`config.mk`:
```
export PLATFORM = sky130hd
export DESIGN_NAME = regfile_port_arbiter_flat
export DESIGN_NICKNAME = d
export VERILOG_FILES = /design/src/rtl/regfile_port_arbiter_if.sv /design/src/rtl/regfile_port_arbiter.sv /design/src/flat_wrapper.sv
export SDC_FILE = /design/constraint.sdc
export NUM_CORES = 1
export LEC_CHECK = 0
export CORE_AREA = 2 2 136 138
export CTS_CLUSTER_DIAMETER = 40
export DETAILED_ROUTE_END_ITERATION = 7
export DIE_AREA = 0 0 138 140
export GPL_ROUTABILITY_DRIVEN = 0
export SYNTH_ARGS = -nofsm -noshare
export SYNTH_HDL_FRONTEND = slang
export SYNTH_SLANG_ARGS = --single-unit
```
`constraint.sdc`:
```
create_clock -name clk -period 5.5 [get_ports clk]
set_input_delay 0.55 -clock clk [delete_from_list [all_inputs] [get_ports clk]]
set_output_delay 0.55 -clock clk [all_outputs]
set_load 0.02 [all_outputs]
```
`src/rtl/regfile_port_arbiter_if.sv`:
```
// Bundles both requesters' read/write handshakes and the register-bank side of the arbiter.
// The slave modport belongs to the arbiter; the master modport belongs to requesters and the bank.
interface regfile_port_arbiter_if #(
  parameter int ADDR_W = 5,
  parameter int DATA_W = 32
) ();
  logic              a_rd_req;
  logic [ADDR_W-1:0] a_rd_addr1;
  logic [ADDR_W-1:0] a_rd_addr2;
  logic              a_rd_gnt;
  logic              a_rd_valid;
  logic [DATA_W-1:0] a_rd_data1;
  logic [DATA_W-1:0] a_rd_data2;

  logic              b_rd_req;
  logic [ADDR_W-1:0] b_rd_addr1;
  logic [ADDR_W-1:0] b_rd_addr2;
  logic              b_rd_gnt;
  logic              b_rd_valid;
  logic [DATA_W-1:0] b_rd_data1;
  logic [DATA_W-1:0] b_rd_data2;

  logic              a_wr_req;
  logic [ADDR_W-1:0] a_wr_addr;
  logic [DATA_W-1:0] a_wr_data;
  logic              a_wr_gnt;

  logic              b_wr_req;
  logic [ADDR_W-1:0] b_wr_addr;
  logic [DATA_W-1:0] b_wr_data;
  logic              b_wr_gnt;

  logic              rf_RegWrite;
  logic [ADDR_W-1:0] rf_read_reg1;
  logic [ADDR_W-1:0] rf_read_reg2;
  logic [ADDR_W-1:0] rf_write_reg;
  logic [DATA_W-1:0] rf_write_data;
  logic [DATA_W-1:0] rf_data1;
  logic [DATA_W-1:0] rf_data2;

  modport slave (
    input  a_rd_req, a_rd_addr1, a_rd_addr2,
    output a_rd_gnt, a_rd_valid, a_rd_data1, a_rd_data2,
    input  b_rd_req, b_rd_addr1, b_rd_addr2,
    output b_rd_gnt, b_rd_valid, b_rd_data1, b_rd_data2,
    input  a_wr_req, a_wr_addr, a_wr_data,
    output a_wr_gnt,
    input  b_wr_req, b_wr_addr, b_wr_data,
    output b_wr_gnt,
    output rf_RegWrite, rf_read_reg1, rf_read_reg2, rf_write_reg, rf_write_data,
    input  rf_data1, rf_data2
  );

  modport master (
    output a_rd_req, a_rd_addr1, a_rd_addr2,
    input  a_rd_gnt, a_rd_valid, a_rd_data1, a_rd_data2,
    output b_rd_req, b_rd_addr1, b_rd_addr2,
    input  b_rd_gnt, b_rd_valid, b_rd_data1, b_rd_data2,
    output a_wr_req, a_wr_addr, a_wr_data,
    input  a_wr_gnt,
    output b_wr_req, b_wr_addr, b_wr_data,
    input  b_wr_gnt,
    input  rf_RegWrite, rf_read_reg1, rf_read_reg2, rf_write_reg, rf_write_data,
    output rf_data1, rf_data2
  );
endinterface

```
`src/rtl/regfile_port_arbiter.sv`:
```
// Round-robin sharing of a 2-read/1-write register bank between requesters A and B,
// with a one-stage read return pipeline and same-cycle write-to-read forwarding.
module regfile_port_arbiter #(
  parameter int ADDR_W = 5,
  parameter int DATA_W = 32
) (
  input logic                  clk,
  input logic                  reset,
  regfile_port_arbiter_if.slave bus
);
  // Pointer value 0 prefers A, 1 prefers B.
  logic              rd_ptr_q, rd_ptr_d;
  logic              wr_ptr_q, wr_ptr_d;
  logic              rd_pend_q, rd_pend_d;
  logic              rd_owner_q, rd_owner_d;
  logic              byp1_q, byp1_d;
  logic              byp2_q, byp2_d;
  logic [DATA_W-1:0] byp_data_q, byp_data_d;

  logic              rd_win_b, wr_win_b, rd_gnt, wr_gnt;
  logic [ADDR_W-1:0] rd_reg1, rd_reg2, wr_reg;
  logic [DATA_W-1:0] wr_data, ret_data1, ret_data2;
  logic              a_valid, b_valid;

  always_comb begin
    rd_gnt   = !reset && (bus.a_rd_req || bus.b_rd_req);
    rd_win_b = !reset && bus.b_rd_req && (!bus.a_rd_req || rd_ptr_q);
    wr_gnt   = !reset && (bus.a_wr_req || bus.b_wr_req);
    wr_win_b = !reset && bus.b_wr_req && (!bus.a_wr_req || wr_ptr_q);

    rd_reg1 = rd_win_b ? bus.b_rd_addr1 : bus.a_rd_addr1;
    rd_reg2 = rd_win_b ? bus.b_rd_addr2 : bus.a_rd_addr2;
    wr_reg  = wr_win_b ? bus.b_wr_addr  : bus.a_wr_addr;
    wr_data = wr_win_b ? bus.b_wr_data  : bus.a_wr_data;

    rd_ptr_d   = rd_gnt ? !rd_win_b : rd_ptr_q;
    wr_ptr_d   = wr_gnt ? !wr_win_b : wr_ptr_q;
    rd_pend_d  = rd_gnt;
    rd_owner_d = rd_win_b;

    // The bank reads before the write lands, so capture the write for the reader.
    byp1_d     = rd_gnt && wr_gnt && (wr_reg == rd_reg1) && (rd_reg1 != '0);
    byp2_d     = rd_gnt && wr_gnt && (wr_reg == rd_reg2) && (rd_reg2 != '0);
    byp_data_d = (byp1_d || byp2_d) ? wr_data : byp_data_q;
  end

  always_ff @(posedge clk or posedge reset) begin
    if (reset) begin
      rd_ptr_q   <= 1'b0;
      wr_ptr_q   <= 1'b0;
      rd_pend_q  <= 1'b0;
      rd_owner_q <= 1'b0;
      byp1_q     <= 1'b0;
      byp2_q     <= 1'b0;
      byp_data_q <= '0;
    end else begin
      rd_ptr_q   <= rd_ptr_d;
      wr_ptr_q   <= wr_ptr_d;
      rd_pend_q  <= rd_pend_d;
      rd_owner_q <= rd_owner_d;
      byp1_q     <= byp1_d;
      byp2_q     <= byp2_d;
      byp_data_q <= byp_data_d;
    end
  end

  assign a_valid   = rd_pend_q && !rd_owner_q;
  assign b_valid   = rd_pend_q &&  rd_owner_q;
  assign ret_data1 = byp1_q ? byp_data_q : bus.rf_data1;
  assign ret_data2 = byp2_q ? byp_data_q : bus.rf_data2;

  assign bus.a_rd_gnt   = rd_gnt && !rd_win_b;
  assign bus.b_rd_gnt   = rd_win_b;
  assign bus.a_wr_gnt   = wr_gnt && !wr_win_b;
  assign bus.b_wr_gnt   = wr_win_b;

  assign bus.a_rd_valid = a_valid;
  assign bus.b_rd_valid = b_valid;
  assign bus.a_rd_data1 = a_valid ? ret_data1 : '0;
  assign bus.a_rd_data2 = a_valid ? ret_data2 : '0;
  assign bus.b_rd_data1 = b_valid ? ret_data1 : '0;
  assign bus.b_rd_data2 = b_valid ? ret_data2 : '0;

  assign bus.rf_RegWrite   = wr_gnt;
  assign bus.rf_read_reg1  = rd_reg1;
  assign bus.rf_read_reg2  = rd_reg2;
  assign bus.rf_write_reg  = wr_reg;
  assign bus.rf_write_data = wr_data;
endmodule
```
`src/flat_wrapper.sv`:
```
// flat-port wrapper written by rule: the top's interface ports become plain ports
module regfile_port_arbiter_flat 
#(
  parameter int ADDR_W = 5,
  parameter int DATA_W = 32
)
  (clk, reset, bus_a_rd_req, bus_a_rd_addr1, bus_a_rd_addr2, bus_a_rd_gnt, bus_a_rd_valid, bus_a_rd_data1, bus_a_rd_data2, bus_b_rd_req, bus_b_rd_addr1, bus_b_rd_addr2, bus_b_rd_gnt, bus_b_rd_valid, bus_b_rd_data1, bus_b_rd_data2, bus_a_wr_req, bus_a_wr_addr, bus_a_wr_data, bus_a_wr_gnt, bus_b_wr_req, bus_b_wr_addr, bus_b_wr_data, bus_b_wr_gnt, bus_rf_RegWrite, bus_rf_read_reg1, bus_rf_read_reg2, bus_rf_write_reg, bus_rf_write_data, bus_rf_data1, bus_rf_data2);
  regfile_port_arbiter_if #(.ADDR_W(ADDR_W), .DATA_W(DATA_W)) bus_i ();
  input logic clk;
  input logic reset;
  input wire logic [$bits(bus_i.a_rd_req)-1:0] bus_a_rd_req;
  input wire logic [$bits(bus_i.a_rd_addr1)-1:0] bus_a_rd_addr1;
  input wire logic [$bits(bus_i.a_rd_addr2)-1:0] bus_a_rd_addr2;
  output wire logic [$bits(bus_i.a_rd_gnt)-1:0] bus_a_rd_gnt;
  output wire logic [$bits(bus_i.a_rd_valid)-1:0] bus_a_rd_valid;
  output wire logic [$bits(bus_i.a_rd_data1)-1:0] bus_a_rd_data1;
  output wire logic [$bits(bus_i.a_rd_data2)-1:0] bus_a_rd_data2;
  input wire logic [$bits(bus_i.b_rd_req)-1:0] bus_b_rd_req;
  input wire logic [$bits(bus_i.b_rd_addr1)-1:0] bus_b_rd_addr1;
  input wire logic [$bits(bus_i.b_rd_addr2)-1:0] bus_b_rd_addr2;
  output wire logic [$bits(bus_i.b_rd_gnt)-1:0] bus_b_rd_gnt;
  output wire logic [$bits(bus_i.b_rd_valid)-1:0] bus_b_rd_valid;
  output wire logic [$bits(bus_i.b_rd_data1)-1:0] bus_b_rd_data1;
  output wire logic [$bits(bus_i.b_rd_data2)-1:0] bus_b_rd_data2;
  input wire logic [$bits(bus_i.a_wr_req)-1:0] bus_a_wr_req;
  input wire logic [$bits(bus_i.a_wr_addr)-1:0] bus_a_wr_addr;
  input wire logic [$bits(bus_i.a_wr_data)-1:0] bus_a_wr_data;
  output wire logic [$bits(bus_i.a_wr_gnt)-1:0] bus_a_wr_gnt;
  input wire logic [$bits(bus_i.b_wr_req)-1:0] bus_b_wr_req;
  input wire logic [$bits(bus_i.b_wr_addr)-1:0] bus_b_wr_addr;
  input wire logic [$bits(bus_i.b_wr_data)-1:0] bus_b_wr_data;
  output wire logic [$bits(bus_i.b_wr_gnt)-1:0] bus_b_wr_gnt;
  output wire logic [$bits(bus_i.rf_RegWrite)-1:0] bus_rf_RegWrite;
  output wire logic [$bits(bus_i.rf_read_reg1)-1:0] bus_rf_read_reg1;
  output wire logic [$bits(bus_i.rf_read_reg2)-1:0] bus_rf_read_reg2;
  output wire logic [$bits(bus_i.rf_write_reg)-1:0] bus_rf_write_reg;
  output wire logic [$bits(bus_i.rf_write_data)-1:0] bus_rf_write_data;
  input wire logic [$bits(bus_i.rf_data1)-1:0] bus_rf_data1;
  input wire logic [$bits(bus_i.rf_data2)-1:0] bus_rf_data2;
  assign bus_i.a_rd_req = bus_a_rd_req;
  assign bus_i.a_rd_addr1 = bus_a_rd_addr1;
  assign bus_i.a_rd_addr2 = bus_a_rd_addr2;
  assign bus_a_rd_gnt = bus_i.a_rd_gnt;
  assign bus_a_rd_valid = bus_i.a_rd_valid;
  assign bus_a_rd_data1 = bus_i.a_rd_data1;
  assign bus_a_rd_data2 = bus_i.a_rd_data2;
  assign bus_i.b_rd_req = bus_b_rd_req;
  assign bus_i.b_rd_addr1 = bus_b_rd_addr1;
  assign bus_i.b_rd_addr2 = bus_b_rd_addr2;
  assign bus_b_rd_gnt = bus_i.b_rd_gnt;
  assign bus_b_rd_valid = bus_i.b_rd_valid;
  assign bus_b_rd_data1 = bus_i.b_rd_data1;
  assign bus_b_rd_data2 = bus_i.b_rd_data2;
  assign bus_i.a_wr_req = bus_a_wr_req;
  assign bus_i.a_wr_addr = bus_a_wr_addr;
  assign bus_i.a_wr_data = bus_a_wr_data;
  assign bus_a_wr_gnt = bus_i.a_wr_gnt;
  assign bus_i.b_wr_req = bus_b_wr_req;
  assign bus_i.b_wr_addr = bus_b_wr_addr;
  assign bus_i.b_wr_data = bus_b_wr_data;
  assign bus_b_wr_gnt = bus_i.b_wr_gnt;
  assign bus_rf_RegWrite = bus_i.rf_RegWrite;
  assign bus_rf_read_reg1 = bus_i.rf_read_reg1;
  assign bus_rf_read_reg2 = bus_i.rf_read_reg2;
  assign bus_rf_write_reg = bus_i.rf_write_reg;
  assign bus_rf_write_data = bus_i.rf_write_data;
  assign bus_i.rf_data1 = bus_rf_data1;
  assign bus_i.rf_data2 = bus_rf_data2;
  regfile_port_arbiter #(.ADDR_W(ADDR_W), .DATA_W(DATA_W)) u_core (.clk(clk), .reset(reset), .bus(bus_i));
endmodule
```
==> impl_metrics.tcl, run 1 <==
set metrics [dict create \
    synthArstFlopShare_pct 100 \
    syn-num-nets 645 \
    ys_types 41 \
    grtUsageTotal_pct 18.5 \
    yosys.area.top_type_share_pct 25.7 \
    num-fill-cells 1804 \
    synth_largest_area_cell "dfrtp_1" \
    rsz0062_at_grt "false" \
    rows 49 \
    maxSlewHeadroom_pct 24.3 \
    path_cells "clkdlybuf4s50_1 -> nor2b_4 -> nand2_4 -> inv_2 -> buf_4 -> nand2_1 -> nand2_1 -> clkdlybuf4s50_1" \
    finalNetCount 969 \
    area_growth_pct 104 \
    ys_seq_area_share_pct 25.7 \
    cts_buffers 5 \
    worstPathArrival_ns 3.30 \
    p_leak_nw 3.03 \
    setup_ws_ns 1.65 \
    max_stage_delay_ns 0.65 \
    fin_crit_sh_pct 70.1 \
    place_ws_ns 1.59 \
    cap_violations 0 \
    cts-root-buf "clkbuf_16" \
    coreArea_mm2 0.0178 \
    die_w_um 138 \
    cp_max_fo 36 \
    peakVddDrop_mv 0.170 \
    drtIter0Drc 159 \
    max_freq_mhz 259 \
    die_height_um 140 \
    worst-setup-path-type "in2out" \
    design_area_mm2 0.00753 \
    hold_viol 0 \
    slowest_stage "clkdlybuf4s50_1" \
    yosysWarnings 0 \
    start_util_pct 20.8 \
    synth_xor_area_share_pct 1.18 \
    syn_area_mm2 0.00370 \
    clkTransAtPathRegs_ns 0.06 \
    cts_tree "yes" \
    status "completed" \
    fin_tns_setup_ns 0 \
    final.setup_skew_ns 0.00512 \
    ys.flop_type "dfrtp_1" \
    final-max-slew-violation-count 0 \
    syn_inst 481 \
    synthMuxAreaShare_pct 33.0 \
    htreeDepth 2 \
    setup_viol 0 \
    placed_area_mm2 0.00732 \
    drive_gt1_share_pct 8.56 \
    finalPower_mw 1.61 \
    grt_pass1_vias 4682 \
    wl_per_cell_um 17.8 \
    ios 346 \
    fin_crit_ns 3.85 \
    synth.avg_cell_area_um2 7.68 \
    synth_most_common_cell "nor2_1" \
    end_kind "output pin" \
    crit_required_ns 4.95 \
    post_cts_buffers 0 \
    vias_per_cell 4.36 \
    port_buffers 345 \
    yosys.area_share.adder_pct 0 \
    synth-simple-area-share_pct 31.1 \
    cts_sinks 38 \
    postCtsHoldBufs 0 \
    num_vias 4521 \
    worst_hold_path_type "reg2reg" \
    ant_nets 0 \
    grt.overflow.total 0 \
    p_per_area_mw_per_mm2 214 \
    cp-start-kind "primary input" \
    synth_edf_count 0 \
    post-route-util_pct 42.3 \
    synth_compound_area_share_pct 3.62 \
    hpwlAfterDp_um 14400 \
    clockBufferDepth 2 \
    drt_wl_total_um 18400 \
    drt_pass1_iterations 4 \
    antenna_found_initial 2 \
    tightest_slew_ns 1.14 \
    synthTopCellsByCount "139 x nor2_1, 106 x nand2_1, 65 x mux2i_1, 38 x dfrtp_1, 32 x mux2_4" \
    grt_pass1_wl_um 27800 \
    drc 0 \
    die_area_mm2 0.0193 \
    ys_seq_elements 38 \
    post_cts_resized 0 \
    worstSkewPairLatency_ns 0.29 \
    synthTopCellsByArea "dfrtp_1 26%, mux2i_1 18%, nor2_1 14%" \
    synth_top_family_by_area "multiplexers" \
    grt_start_max_net_pins 39 \
]
flip-flops by register name, indices dropped and copies added, names as in the netlist:
name / flops
u_core.byp_data_q: 32
u_core.byp1_q: 1
u_core.byp2_q: 1
u_core.rd_owner_q: 1
u_core.rd_pend_q: 1
u_core.rd_ptr_q: 1
u_core.wr_ptr_q: 1
logic make-up (layout without fill, tap and decap cells):
| family | count (synthesis) | after routing |
|---|---|---|
| AND/OR/NAND/NOR | 276 | 276 |
| multiplexers | 104 | 104 |
| buffers and inverters | 42 | 367 |
| flip-flops | 38 | 38 |
| AO/OA/AOI/OAI | 16 | 16 |
| XOR/XNOR | 5 | 5 |
| other | 0 | 2 |
per-stage QoR:
step,cells,hold WS [ns]
floorplan,481,0.490
global placement,1027,0.517
detailed placement,1027,0.525
CTS,1035,0.534
global route,1035,0.562
finish,1037,0.527
layer usage:
layer / share of wire (%) / track usage [%] / up-vias
li1: - / - / 2219
met1: 41 / 22.2 / 2044
met2: 49 / 32.0 / 230
met3: 7.4 / 5.50 / 28
met4: 2.7 / 5.75 / 0
met5: 0 / 0 / -
final timing paths:
kind                            slack (ns)                    end  cells after the start            start
worst max-delay path                  1.65  bus_rf_write_data[24]                      8            reset
worst min-delay path                  0.53        u_core.wr_ptr_q                      2  u_core.wr_ptr_q
worst max register to register        2.56   u_core.byp_data_q[6]                      8  u_core.wr_ptr_q
worst min register to register        0.53        u_core.wr_ptr_q                      2  u_core.wr_ptr_q
max in group asynchronous             3.79          u_core.byp2_q                      2            reset
min in group asynchronous             1.09        u_core.rd_ptr_q                      2            reset
power breakdown:
part | switching [mW] | total (mW) | internal (mW)
clock network | 0.124 | 0.396 | 0.273
logic | 0.284 | 0.697 | 0.413
registers | 0.132 | 0.519 | 0.387
total | 0.540 | 1.61 | 1.07
cell type report:
| type | count | area, µm² | area share [%] |
|---|---|---|---|
| clock buffers | 6 | 139 | 1.85 |
| flip-flops and latches | 38 | 953 | 12.7 |
| diodes | 2 | 5.00 | 0.0665 |
| clock inverters | 2 | 60.1 | 0.798 |
| well taps | 229 | 287 | 3.81 |
| inverters | 9 | 38.8 | 0.515 |
| repair buffers | 350 | 3490 | 46.4 |
| multi-input cells | 401 | 2550 | 33.9 |
cells in the final DEF, fill, tap and decap left out, drive strengths merged:
cell	count
dfrtp	38
bufinv	2
nor3b	1
nor2b	4
a21boi	4
o211a	1
o41ai	1
a21oi	1
o21ai	4
a211oi	3
nand2	108
or2	3
mux4	1
buf	5
nor3	2
nand2b	5
xor2	3
nor2	139
nor4b	1
mux2	38
xnor2	2
clkbuf	6
nor4	3
o211ai	2
clkdlybuf4s50	345
nand4	1
and3	3
nand3	4
diode	2
mux2i	65
inv	9
and2	2
worst max-delay path, delay by kind of cell:
kind | cells | cell delay [ns]
and+or+nand+nor | 4 | 0.76
buffers and inverters | 4 | 1.97
Note: power is estimated with default switching activity, not from simulation.
==> run 2, diff against run 1 <==
- CORE_AREA: 2 2 136 138 -> 2 2 133 135
- DIE_AREA: 0 0 138 140 -> 0 0 135 137
- clock period: 5.5 -> 3.35 ns (I/O delays scaled with it)
==> impl_metrics.tcl, run 2 (synthesized netlist as in run 1, its figures left out) <==
set metrics [dict create \
    status "completed" \
    cts_buffers 5 \
    vias_per_cell 4.34 \
    rrSetupSlack_ns 0.69 \
    p_per_area_mw_per_mm2 327 \
    n_antenna_cell 0 \
    wl_per_cell_um 16.8 \
    cts_sinks 38 \
    num_vias 4508 \
    grt_pass1_wl_um 25300 \
    worstSkewPairLatency_ns 0.29 \
    ios 346 \
    drive_gt1_share_pct 9.35 \
    seq_area_um2 953 \
    cp-start-kind "primary input" \
    port_buffers 345 \
    drtIter0Drc 127 \
    post_cts_buffers 0 \
    hold-worst-slack_ns 0.533 \
    hpwlAfterDp_um 13900 \
    drt_wl_total_um 17500 \
    maxSlewHeadroom_pct 43.6 \
    tightest_slew_ns 0.844 \
    r2r-start "u_core.rd_ptr_q" \
    top_register "u_core.byp_data_q" \
    postCtsHoldBufs 0 \
    rows 48 \
    grtUsageTotal_pct 17.7 \
    grt_pass1_vias 4431 \
    rsz0062_at_grt "false" \
    die_height_um 137 \
    grt_start_max_net_pins 45 \
    finalPower_mw 2.48 \
    htreeDepth 2 \
    drt_pass1_iterations 4 \
    max_freq_mhz 343 \
    area_growth_pct 105 \
    clockBufferDepth 2 \
    multi_input_area_mm2 0.00255 \
    drc 0 \
    largest_reg_flops 32 \
    peakVddDrop_mv 0.172 \
    post_cts_resized 0 \
    cts_tree "yes" \
    cts-root-buf "clkbuf_16" \
    crit_required_ns 3.51 \
    die_area_mm2 0.0185 \
    fin_crit_sh_pct 87.1 \
    max_stage_delay_ns 0.56 \
    finalNetCount 976 \
    mostFrequentLayoutCell "clkdlybuf4s50_1" \
    crit_start "reset" \
    worst_hold_path_type "reg2reg" \
    slowest_stage "clkdlybuf4s50_1" \
    die_w_um 135 \
    start_util_pct 21.7 \
    fin_tns_setup_ns 0 \
    path_cells "clkdlybuf4s50_1 -> nor2b_4 -> a21boi_0 -> o211a_1 -> nor4b_1 -> nand4_1 -> o41ai_4 -> buf_4 -> mux2_4" \
    worstPathArrival_ns 3.08 \
    post-route-util_pct 44.5 \
    cap_violations 0 \
    num-fill-cells 1747 \
    setup_ws_ns 0.433 \
    r2r_end "u_core.byp_data_q[21]" \
    clkTransAtPathRegs_ns 0.06 \
    crit_path_end "u_core.byp_data_q[21]" \
    cp_max_fo 15 \
    final_cell_mix "345 x clkdlybuf4s50_1, 139 x nor2_1, 105 x nand2_1, 65 x mux2i_1, 36 x dfrtp_1" \
    coreArea_mm2 0.0171 \
    antenna_found_initial 0 \
    final-max-slew-violation-count 0 \
    final.setup_skew_ns 0.00505 \
    worstRegToRegCells 8 \
    place_ws_ns 0.174 \
    ant_nets 0 \
    setup_viol 0 \
    fin_crit_ns 2.92 \
    worst-setup-path-type "in2reg" \
    grt.overflow.total 0 \
    p_leak_nw 3.06 \
    end_kind "register" \
    hold_viol 0 \
]
run 2: cell count changes in the layout (fill, tap and decap cells not counted), sizes merged:
cell / previous run / this run
buf: 5 / 12
diode: 2 / 0
clkinvlp: 0 / 1
bufinv: 2 / 0
clkinv: 0 / 1
run 2: cell type report:
class / count / area share [%]
Timing Repair Buffer: 357 / 47.5
Multi-Input combinational cell: 401 / 33.7
Sequential cell: 38 / 12.6
Tap cell: 225 / 3.71
Clock buffer: 6 / 1.83
Inverter: 9 / 0.511
Clock inverter: 2 / 0.165
run 2: worst max-delay path, delay by kind of cell:
kind / cells / cell delay [ns]
mux: 1 / 0.33
buf+inv: 2 / 0.93
compound gates: 3 / 0.55
simple gates: 3 / 0.90
run 2: metal layers:
layer	track usage (%)	wire length (µm)	vias to the layer above
met4	3.36	213	0
li1	-	-	2230
met1	21.3	7290	2053
met3	3.96	1340	16
met2	32.3	8630	209
met5	0	0	-
run 2: report_power, final:
group	leakage [nW]	switching (mW)	internal (mW)
Combinational	2.51	0.473	0.688
Clock	0.0729	0.195	0.295
Sequential	0.479	0.190	0.636
Total	3.06	0.858	1.62
run 2: metrics by stage:
step | cells | cell area (µm²)
2_1_floorplan | 481 | 3700
3_3_place_gp | 1030 | 7430
3_5_place_dp | 1030 | 7430
4_1_cts | 1038 | 7580
5_1_grt | 1038 | 7580
6_report | 1038 | 7580
run 2: worst min path at each step:
stage / startpoint / end / slack, ns / cells past startpoint
6_report: u_core.wr_ptr_q / u_core.wr_ptr_q / 0.53 / 2
5_1_grt: u_core.byp_data_q[20] / u_core.byp_data_q[20] / 0.56 / 1
4_1_cts: u_core.wr_ptr_q / u_core.wr_ptr_q / 0.54 / 2
3_5_place_dp: u_core.wr_ptr_q / u_core.wr_ptr_q / 0.53 / 2
3_3_place_gp: u_core.wr_ptr_q / u_core.wr_ptr_q / 0.52 / 2
2_1_floorplan: u_core.rd_ptr_q / u_core.rd_ptr_q / 0.49 / 2
